[src/rtl/display_pkg.sv]
// Shared definitions for the seven-segment scan controller.
//   NUM_DIGITOS   : digits on the display
//   ANODOS_OFF    : anode pattern with every digit dark (anodes are active low)
//   DIV_DEF       : default clock cycles per digit slot
//   BLANK_CYC_DEF : default dark cycles at the start of each slot
//   estado_t      : scan FSM encoding
//   digito()      : extracts BCD digit idx from a 16-bit value
package display_pkg;

    localparam int         NUM_DIGITOS   = 4;
    localparam logic [3:0] ANODOS_OFF    = 4'b1111;
    localparam int         DIV_DEF       = 50000;
    localparam int         BLANK_CYC_DEF = 2;

    typedef enum logic {
        BLANK = 1'b0,
        SHOW  = 1'b1
    } estado_t;

    function automatic logic [3:0] digito(input logic [15:0] v, input logic [1:0] idx);
        logic [15:0] desplazado;
        desplazado = v >> {idx, 2'b00};
        return desplazado[3:0];
    endfunction

endpackage

[src/rtl/control_display_if.sv]
// Bundle between the display controller and its user.
//   valor     : four BCD digits, [3:0] is the rightmost digit
//   cargar    : single-cycle load strobe for valor
//   suprimir  : blank leading zeros
//   pendiente : a loaded value is waiting for the next frame boundary
//   numero    : digit code to the registered segment decoder
//   anodos    : active-low anode enables, bit 0 is digit 0
// master = user side, slave = controller side.
interface control_display_if;
    import display_pkg::*;

    logic [15:0]            valor;
    logic                   cargar;
    logic                   suprimir;
    logic                   pendiente;
    logic [3:0]             numero;
    logic [NUM_DIGITOS-1:0] anodos;

    modport master (
        output valor, cargar, suprimir,
        input  pendiente, numero, anodos
    );

    modport slave (
        input  valor, cargar, suprimir,
        output pendiente, numero, anodos
    );

endinterface

[src/rtl/divisor_refresco.sv]
// Slot timer for the display scan.
//   CLK, RESET : clock, asynchronous active-high reset
//   cuenta_o   : position within the current slot, 0..DIV-1
//   fin_slot_o : high on the last cycle of each slot (the wrap cycle)
module divisor_refresco
    import display_pkg::*;
#(
    parameter int DIV = DIV_DEF,
    parameter int CW  = $clog2(DIV)
) (
    input  logic          CLK,
    input  logic          RESET,
    output logic [CW-1:0] cuenta_o,
    output logic          fin_slot_o
);

    localparam logic [CW-1:0] ULTIMO = CW'(DIV - 1);

    logic [CW-1:0] cuenta_q;
    logic [CW-1:0] cuenta_d;

    assign fin_slot_o = (cuenta_q == ULTIMO);
    assign cuenta_d   = fin_slot_o ? '0 : cuenta_q + 1'b1;
    assign cuenta_o   = cuenta_q;

    always_ff @(posedge CLK or posedge RESET) begin
        if (RESET) begin
            cuenta_q <= '0;
        end else begin
            cuenta_q <= cuenta_d;
        end
    end

endmodule

[src/rtl/control_display.sv]
// Time-multiplexed scan controller for a four-digit seven-segment display.
// Holds the displayed value plus a shadow register so that updates only take
// effect at a frame boundary (digit 3 -> digit 0), never mid-scan.
//   CLK, RESET : clock, asynchronous active-high reset
//   bus        : control_display_if.slave (valor/cargar/suprimir in,
//                pendiente/numero/anodos out)
//
// state | meaning
// BLANK | slot start, all anodes off while the decoder settles on numero
// SHOW  | anode of the current digit on (unless suppressed)
module control_display
    import display_pkg::*;
#(
    parameter int DIV       = DIV_DEF,
    parameter int BLANK_CYC = BLANK_CYC_DEF
) (
    input  logic                CLK,
    input  logic                RESET,
    control_display_if.slave    bus
);

    localparam int            CW        = $clog2(DIV);
    localparam logic [CW-1:0] FIN_BLANK = CW'(BLANK_CYC - 1);

    logic [CW-1:0]          cuenta;
    logic                   fin_slot;
    logic                   frontera;

    estado_t                estado_q, estado_d;
    logic [1:0]             indice_q, indice_d;
    logic [15:0]            activo_q, activo_d;
    logic [15:0]            sombra_q, sombra_d;
    logic                   pendiente_q, pendiente_d;
    logic [3:0]             numero_q, numero_d;
    logic [NUM_DIGITOS-1:0] encendido;
    logic [NUM_DIGITOS-1:0] anodos_c;

    divisor_refresco #(
        .DIV (DIV),
        .CW  (CW)
    ) u_divisor (
        .CLK        (CLK),
        .RESET      (RESET),
        .cuenta_o   (cuenta),
        .fin_slot_o (fin_slot)
    );

    assign frontera = fin_slot && (indice_q == 2'd3);

    // A digit above the leading non-zero one stays dark; digit 0 is always lit.
    assign encendido[0] = 1'b1;
    assign encendido[1] = ~bus.suprimir | (|activo_q[15:4]);
    assign encendido[2] = ~bus.suprimir | (|activo_q[15:8]);
    assign encendido[3] = ~bus.suprimir | (|activo_q[15:12]);

    always_comb begin
        indice_d    = fin_slot ? indice_q + 2'd1 : indice_q;
        activo_d    = activo_q;
        sombra_d    = sombra_q;
        pendiente_d = pendiente_q;

        if (frontera && pendiente_q) begin
            activo_d    = sombra_q;
            pendiente_d = 1'b0;
        end

        // A load on the boundary cycle bypasses the shadow and wins over it.
        if (bus.cargar) begin
            sombra_d = bus.valor;
            if (frontera) begin
                activo_d    = bus.valor;
                pendiente_d = 1'b0;
            end else begin
                pendiente_d = 1'b1;
            end
        end

        // Loaded at the wrap using next-cycle index/value, so the new code is
        // present on the first BLANK cycle and the decoder settles before SHOW.
        numero_d = fin_slot ? digito(activo_d, indice_d) : numero_q;
    end

    always_comb begin
        estado_d = estado_q;
        anodos_c = ANODOS_OFF;
        case (estado_q)
            BLANK: begin
                if (cuenta == FIN_BLANK) begin
                    estado_d = SHOW;
                end
            end
            SHOW: begin
                if (encendido[indice_q]) begin
                    anodos_c = ~(4'b0001 << indice_q);
                end
                if (fin_slot) begin
                    estado_d = BLANK;
                end
            end
            default: estado_d = BLANK;
        endcase
    end

    always_ff @(posedge CLK or posedge RESET) begin
        if (RESET) begin
            estado_q    <= BLANK;
            indice_q    <= 2'd0;
            activo_q    <= 16'h0000;
            sombra_q    <= 16'h0000;
            pendiente_q <= 1'b0;
            numero_q    <= 4'h0;
        end else begin
            estado_q    <= estado_d;
            indice_q    <= indice_d;
            activo_q    <= activo_d;
            sombra_q    <= sombra_d;
            pendiente_q <= pendiente_d;
            numero_q    <= numero_d;
        end
    end

    assign bus.anodos    = anodos_c;
    assign bus.numero    = numero_q;
    assign bus.pendiente = pendiente_q;

endmodule
[src/flat_wrapper.sv]
// flat-port wrapper written by rule: the top's interface ports become plain ports
module control_display_flat import display_pkg::*;
#(
    parameter int DIV       = DIV_DEF,
    parameter int BLANK_CYC = BLANK_CYC_DEF
)
  (CLK, RESET, bus_valor, bus_cargar, bus_suprimir, bus_pendiente, bus_numero, bus_anodos);
  control_display_if bus_i ();
  input  logic CLK;
  input  logic RESET;
  input wire logic [$bits(bus_i.valor)-1:0] bus_valor;
  input wire logic [$bits(bus_i.cargar)-1:0] bus_cargar;
  input wire logic [$bits(bus_i.suprimir)-1:0] bus_suprimir;
  output wire logic [$bits(bus_i.pendiente)-1:0] bus_pendiente;
  output wire logic [$bits(bus_i.numero)-1:0] bus_numero;
  output wire logic [$bits(bus_i.anodos)-1:0] bus_anodos;
  assign bus_i.valor = bus_valor;
  assign bus_i.cargar = bus_cargar;
  assign bus_i.suprimir = bus_suprimir;
  assign bus_pendiente = bus_i.pendiente;
  assign bus_numero = bus_i.numero;
  assign bus_anodos = bus_i.anodos;
  control_display #(.DIV(DIV), .BLANK_CYC(BLANK_CYC)) u_core (.CLK(CLK), .RESET(RESET), .bus(bus_i));
endmodule
[config.mk]
export PLATFORM = sky130hd
export DESIGN_NAME = control_display_flat
export DESIGN_NICKNAME = d
export VERILOG_FILES = /design/src/rtl/display_pkg.sv /design/src/rtl/control_display_if.sv /design/src/rtl/divisor_refresco.sv /design/src/rtl/control_display.sv /design/src/flat_wrapper.sv
export SDC_FILE = /design/constraint.sdc
export NUM_CORES = 1
export LEC_CHECK = 0
export BUFFER_PORTS_ARGS = -buffer_cell sky130_fd_sc_hd__buf_2
export CAP_MARGIN = 0
export CELL_PAD_IN_SITES_DETAIL_PLACEMENT = 0
export CELL_PAD_IN_SITES_GLOBAL_PLACEMENT = 1
export CORE_MARGIN = 2
export CORE_UTILIZATION = 40
export DETAILED_ROUTE_END_ITERATION = 8
export PLACE_DENSITY_LB_ADDON = 0.1
export SLEW_MARGIN = 20
export SYNTH_ARGS = -nofsm -noshare
export SYNTH_HDL_FRONTEND = slang
export SYNTH_HIERARCHICAL = 1
export SYNTH_SLANG_ARGS = --single-unit
export TNS_END_PERCENT = 1
[constraint.sdc]
create_clock -name CLK -period 2.66 [get_ports CLK]
set_input_delay 0.665 -clock CLK [delete_from_list [all_inputs] [get_ports CLK]]
set_output_delay 0.665 -clock CLK [all_outputs]
set_load 0.1 [all_outputs]
==> impl_metrics.csv <==
group,metric,value,unit
clocking,tritoncts,"built",
timing,fin_skew,8.892,ps
cells_and_area,layout_commonest_cell,"dfrtp_1",
power,power.total,1579,µW
floorplanning,ios,29,
setup_path,cp_top_family,"simple AND/OR/NAND/NOR gates",
timing,setup-violations-final,0,
yosys,synth_fp_nets,315,
power,combPwrFrac,0.071,
timing,max_clock_freq,379.0,MHz
yosys,synthArstFlopShare,1.000,
setup_path,start_kind,"flop",
run,drv_cap,0,
setup_path,path_class,"reg -> out",
clocking,h-tree-depth,2,
yosys,synthFlopType,"dfrtp_1",
cells_and_area,antenna_cells,0,
power,power.density,444.3,mW/mm²
yosys,synthTopCellsByArea,"dfrtp_1 (46%), mux2_2 (5.9%), o21ai_0 (4.4%)",
setup_path,cp_data_arrival_time,1970,ps
timing,worst_pin_slew,651.1,ps
power,p_sw_frac,0.2317,
yosys,avgSynthCellArea,10.52,µm²
global_route,grt_pass1_wl,12300,µm
power,ir_drop,224.1,µV
setup_path,worst-path-buf-inv,1,
yosys,synth_top_area_frac,0.4592,
clocking,clock-root-buffer,"clkbuf_8",
detailed_routing,routed_wl,7210,µm
cells_and_area,stdcell_area,0.003553,mm²
cells_and_area,nFillCells,686,
setup_path,critical_path.cell_chain,"or4_4 > a2bb2oi_2 > o211ai_1 > clkbuf_16",
floorplanning,start_util,0.4163,
detailed_routing,wl_per_cell,16.81,µm
yosys,synth_area,0.003052,mm²
setup_path,crit_fanout,3,
clocking,clk_latency,320,ps
detailed_routing,drtIter0Drc,77,
detailed_routing,via_per_inst,5.615,
power,pwr-share-seq,0.571,
timing,rsz0062_at_grt,"yes",
global_route,antenna_found_initial,0,
floorplanning,die_height,91.35,µm
cells_and_area,final_cell_mix,"dfrtp_1 (56), o21ai_0 (27), nor2_1 (26)",
floorplanning,rows,31,
global_route,grt_pass1_vias,2362,
power,power.leakage,0.001588,µW
yosys,seq_area_frac_synth,0.4592,
setup_path,max_stage_delay,510,ps
clocking,clock-sinks,56,
timing,finalCriticalPeriod,2638,ps
timing,hold_violations,0,
clocking,cts_made_buffers,5,
yosys,synth-edff-count,0,
timing,slew_headroom,0.5654,
global_route,grt-ovfl-total,0,
global_route,grt_usage,0.1871,
floorplanning,coreArea,0.007331,mm²
global_route,grt_max_degree,41,
floorplanning,die_w,91.35,µm
yosys,ys_ff_latch,56,
cells_and_area,nNetsFinal,354,
clocking,clkTransAtPathRegs,100,ps
detailed_routing,ant_nets,0,
worst_hold_path,hp-class,"in -> async",
clocking,hold_buffers,0,
clocking,cts_buffer_depth,2,
yosys,synth_top_area_cell,"dfrtp_1",
placed_design,place_hpwl,4938,µm
detailed_routing,dr.pass1.iters,4,
cells_and_area,drive_gt1_frac,0.2606,
setup_path,critPathRequiredTime,2000,ps
floorplanning,die_area,0.008344,mm²
status,status,"finished, final reports clean",
placed_design,port_buffers,28,
setup_path,slowest_stage,"or4_4",
placed_design,dpl.cell_count,417,
setup_path,cp-end-kind,"output port",
detailed_routing,drc,0,
timing,final-max-slew-violation-count,0,
power,internal_power,1213,µW
placed_design,dpl_cell_area,0.003391,mm²
power,p_clk_frac,0.358,
detailed_routing,num_vias,2409,
placed_design,gp_congestion,0.8312,
yosys,yosysWarnings,6,
yosys,netlist_instances,290,
cells_and_area,area_delta_synth_final,16.44,%
cells_and_area,instances_no_fill,429,
timing,finalCritPeriodShare,0.9918,
power,p_switching,365.8,µW
yosys,ys_types,52,
==> cells by family (layout without fill, tap and decap cells) <==
family                   count (synthesis)  count (layout)  share of synthesized area
AO/OA/AOI/OAI                           67              67                     0.1456
XOR/XNOR                                13              13                    0.03731
adder cells (fa/ha/maj)                  5               5                    0.02050
buffers and inverters                   24              64                    0.04469
flip-flops                              56              56                     0.4592
multiplexers                            18              18                    0.06560
AND/OR/NAND/NOR                        107             107                     0.2271
==> per-stage QoR <==
step	hold WS, ps	utilization	setup slack, ps	TNS [ps]
3_3_place_gp	483.3	0.4625	135.7	0
6_report	432.4	0.4847	21.82	0
3_5_place_dp	487.3	0.4625	92.02	0
5_1_grt	478.7	0.4847	-52.39	-52.39
2_1_floorplan	471.4	-	-499.4	-1498
4_1_cts	444.8	0.4772	1.608	0
==> Yosys cell counts (all sizes together) (2+ instances only) <==
cell,number
xnor2,5
a21oi,9
and2,3
nand2b,3
dfrtp,56
o21ai,29
o211ai,4
a22oi,3
mux2,16
a31oi,3
a2111oi,2
o22a,2
nor2,26
and3,2
a221o,2
or4bb,2
nor2b,11
a221oi,3
o2111a,3
clkbuf,2
xor2,8
buf,15
inv,7
nand3,4
nand4,9
mux2i,2
nand4b,9
ha,5
nor4b,2
o22ai,2
and4b,9
or2,2
nor4,9
nand2,10
==> repair_timing <==
action	CTS	global route
gates resized for setup	0	6
endpoints found under the setup margin	0	6
buffers inserted	0	4
==> path summary, 6_finish.rpt <==
path	from	endpoint	slack (ps)	depth (start not counted)
worst min-delay path	RESET	u_core/u_divisor/cuenta_o[12]$_DFF_PP0_	430	2
min in group CLK	u_core/sombra_q[7]$_DFFE_PP0P_	u_core/sombra_q[7]$_DFFE_PP0P_	500	1
worst max register to register	u_core/u_divisor/cuenta_o[13]$_DFF_PP0_	u_core/bus.numero[2]$_DFFE_PP0P_	140	7
worst min register to register	u_core/sombra_q[7]$_DFFE_PP0P_	u_core/sombra_q[7]$_DFFE_PP0P_	500	1
worst max-delay path	u_core/activo_q[11]$_DFF_PP0_	bus_anodos[1]	20	4
max in group asynchronous	RESET	u_core/u_divisor/cuenta_o[2]$_DFF_PP0_	1810	2
==> registers in the layout, summed over array words and instances (netlist names) <==
| register | cells |
|---|---|
| u_core/activo_q | 16 |
| u_core/bus.numero | 4 |
| u_core/bus.pendiente | 1 |
| u_core/estado_q | 1 |
| u_core/indice_q | 2 |
| u_core/sombra_q | 16 |
| u_core/u_divisor/cuenta_o | 16 |
==> metal layers <==
metal | share of wire | up-vias | global-route usage
met1 | 0.52 | 1191 | 0.2900
met5 | 0 | - | 0
li1 | - | 1166 | -
met3 | 0.034 | 10 | 0.03237
met2 | 0.43 | 42 | 0.2630
met4 | 0.015 | 0 | 0.05934
==> final cells by class <==
type	instances	area, µm²	share of cell area
flip-flops and latches	56	1401	0.3944
repair buffers	49	364.1	0.1025
multi-input cells	210	1530	0.4306
clock buffers	6	72.57	0.02042
clock inverters	2	35.03	0.009859
inverters	7	26.28	0.007394
well taps	99	123.9	0.03486
==> power groups by stage <==
stage,combinational [µW],sequential (µW),clock [µW]
after detailed placement,115,917,0
final,112,902,565
after floorplan,67.7,922,0
after CTS,115,901,586
after global routing,125,906,619
after global placement,114,919,0
Note: power is estimated with default switching activity, not from simulation.
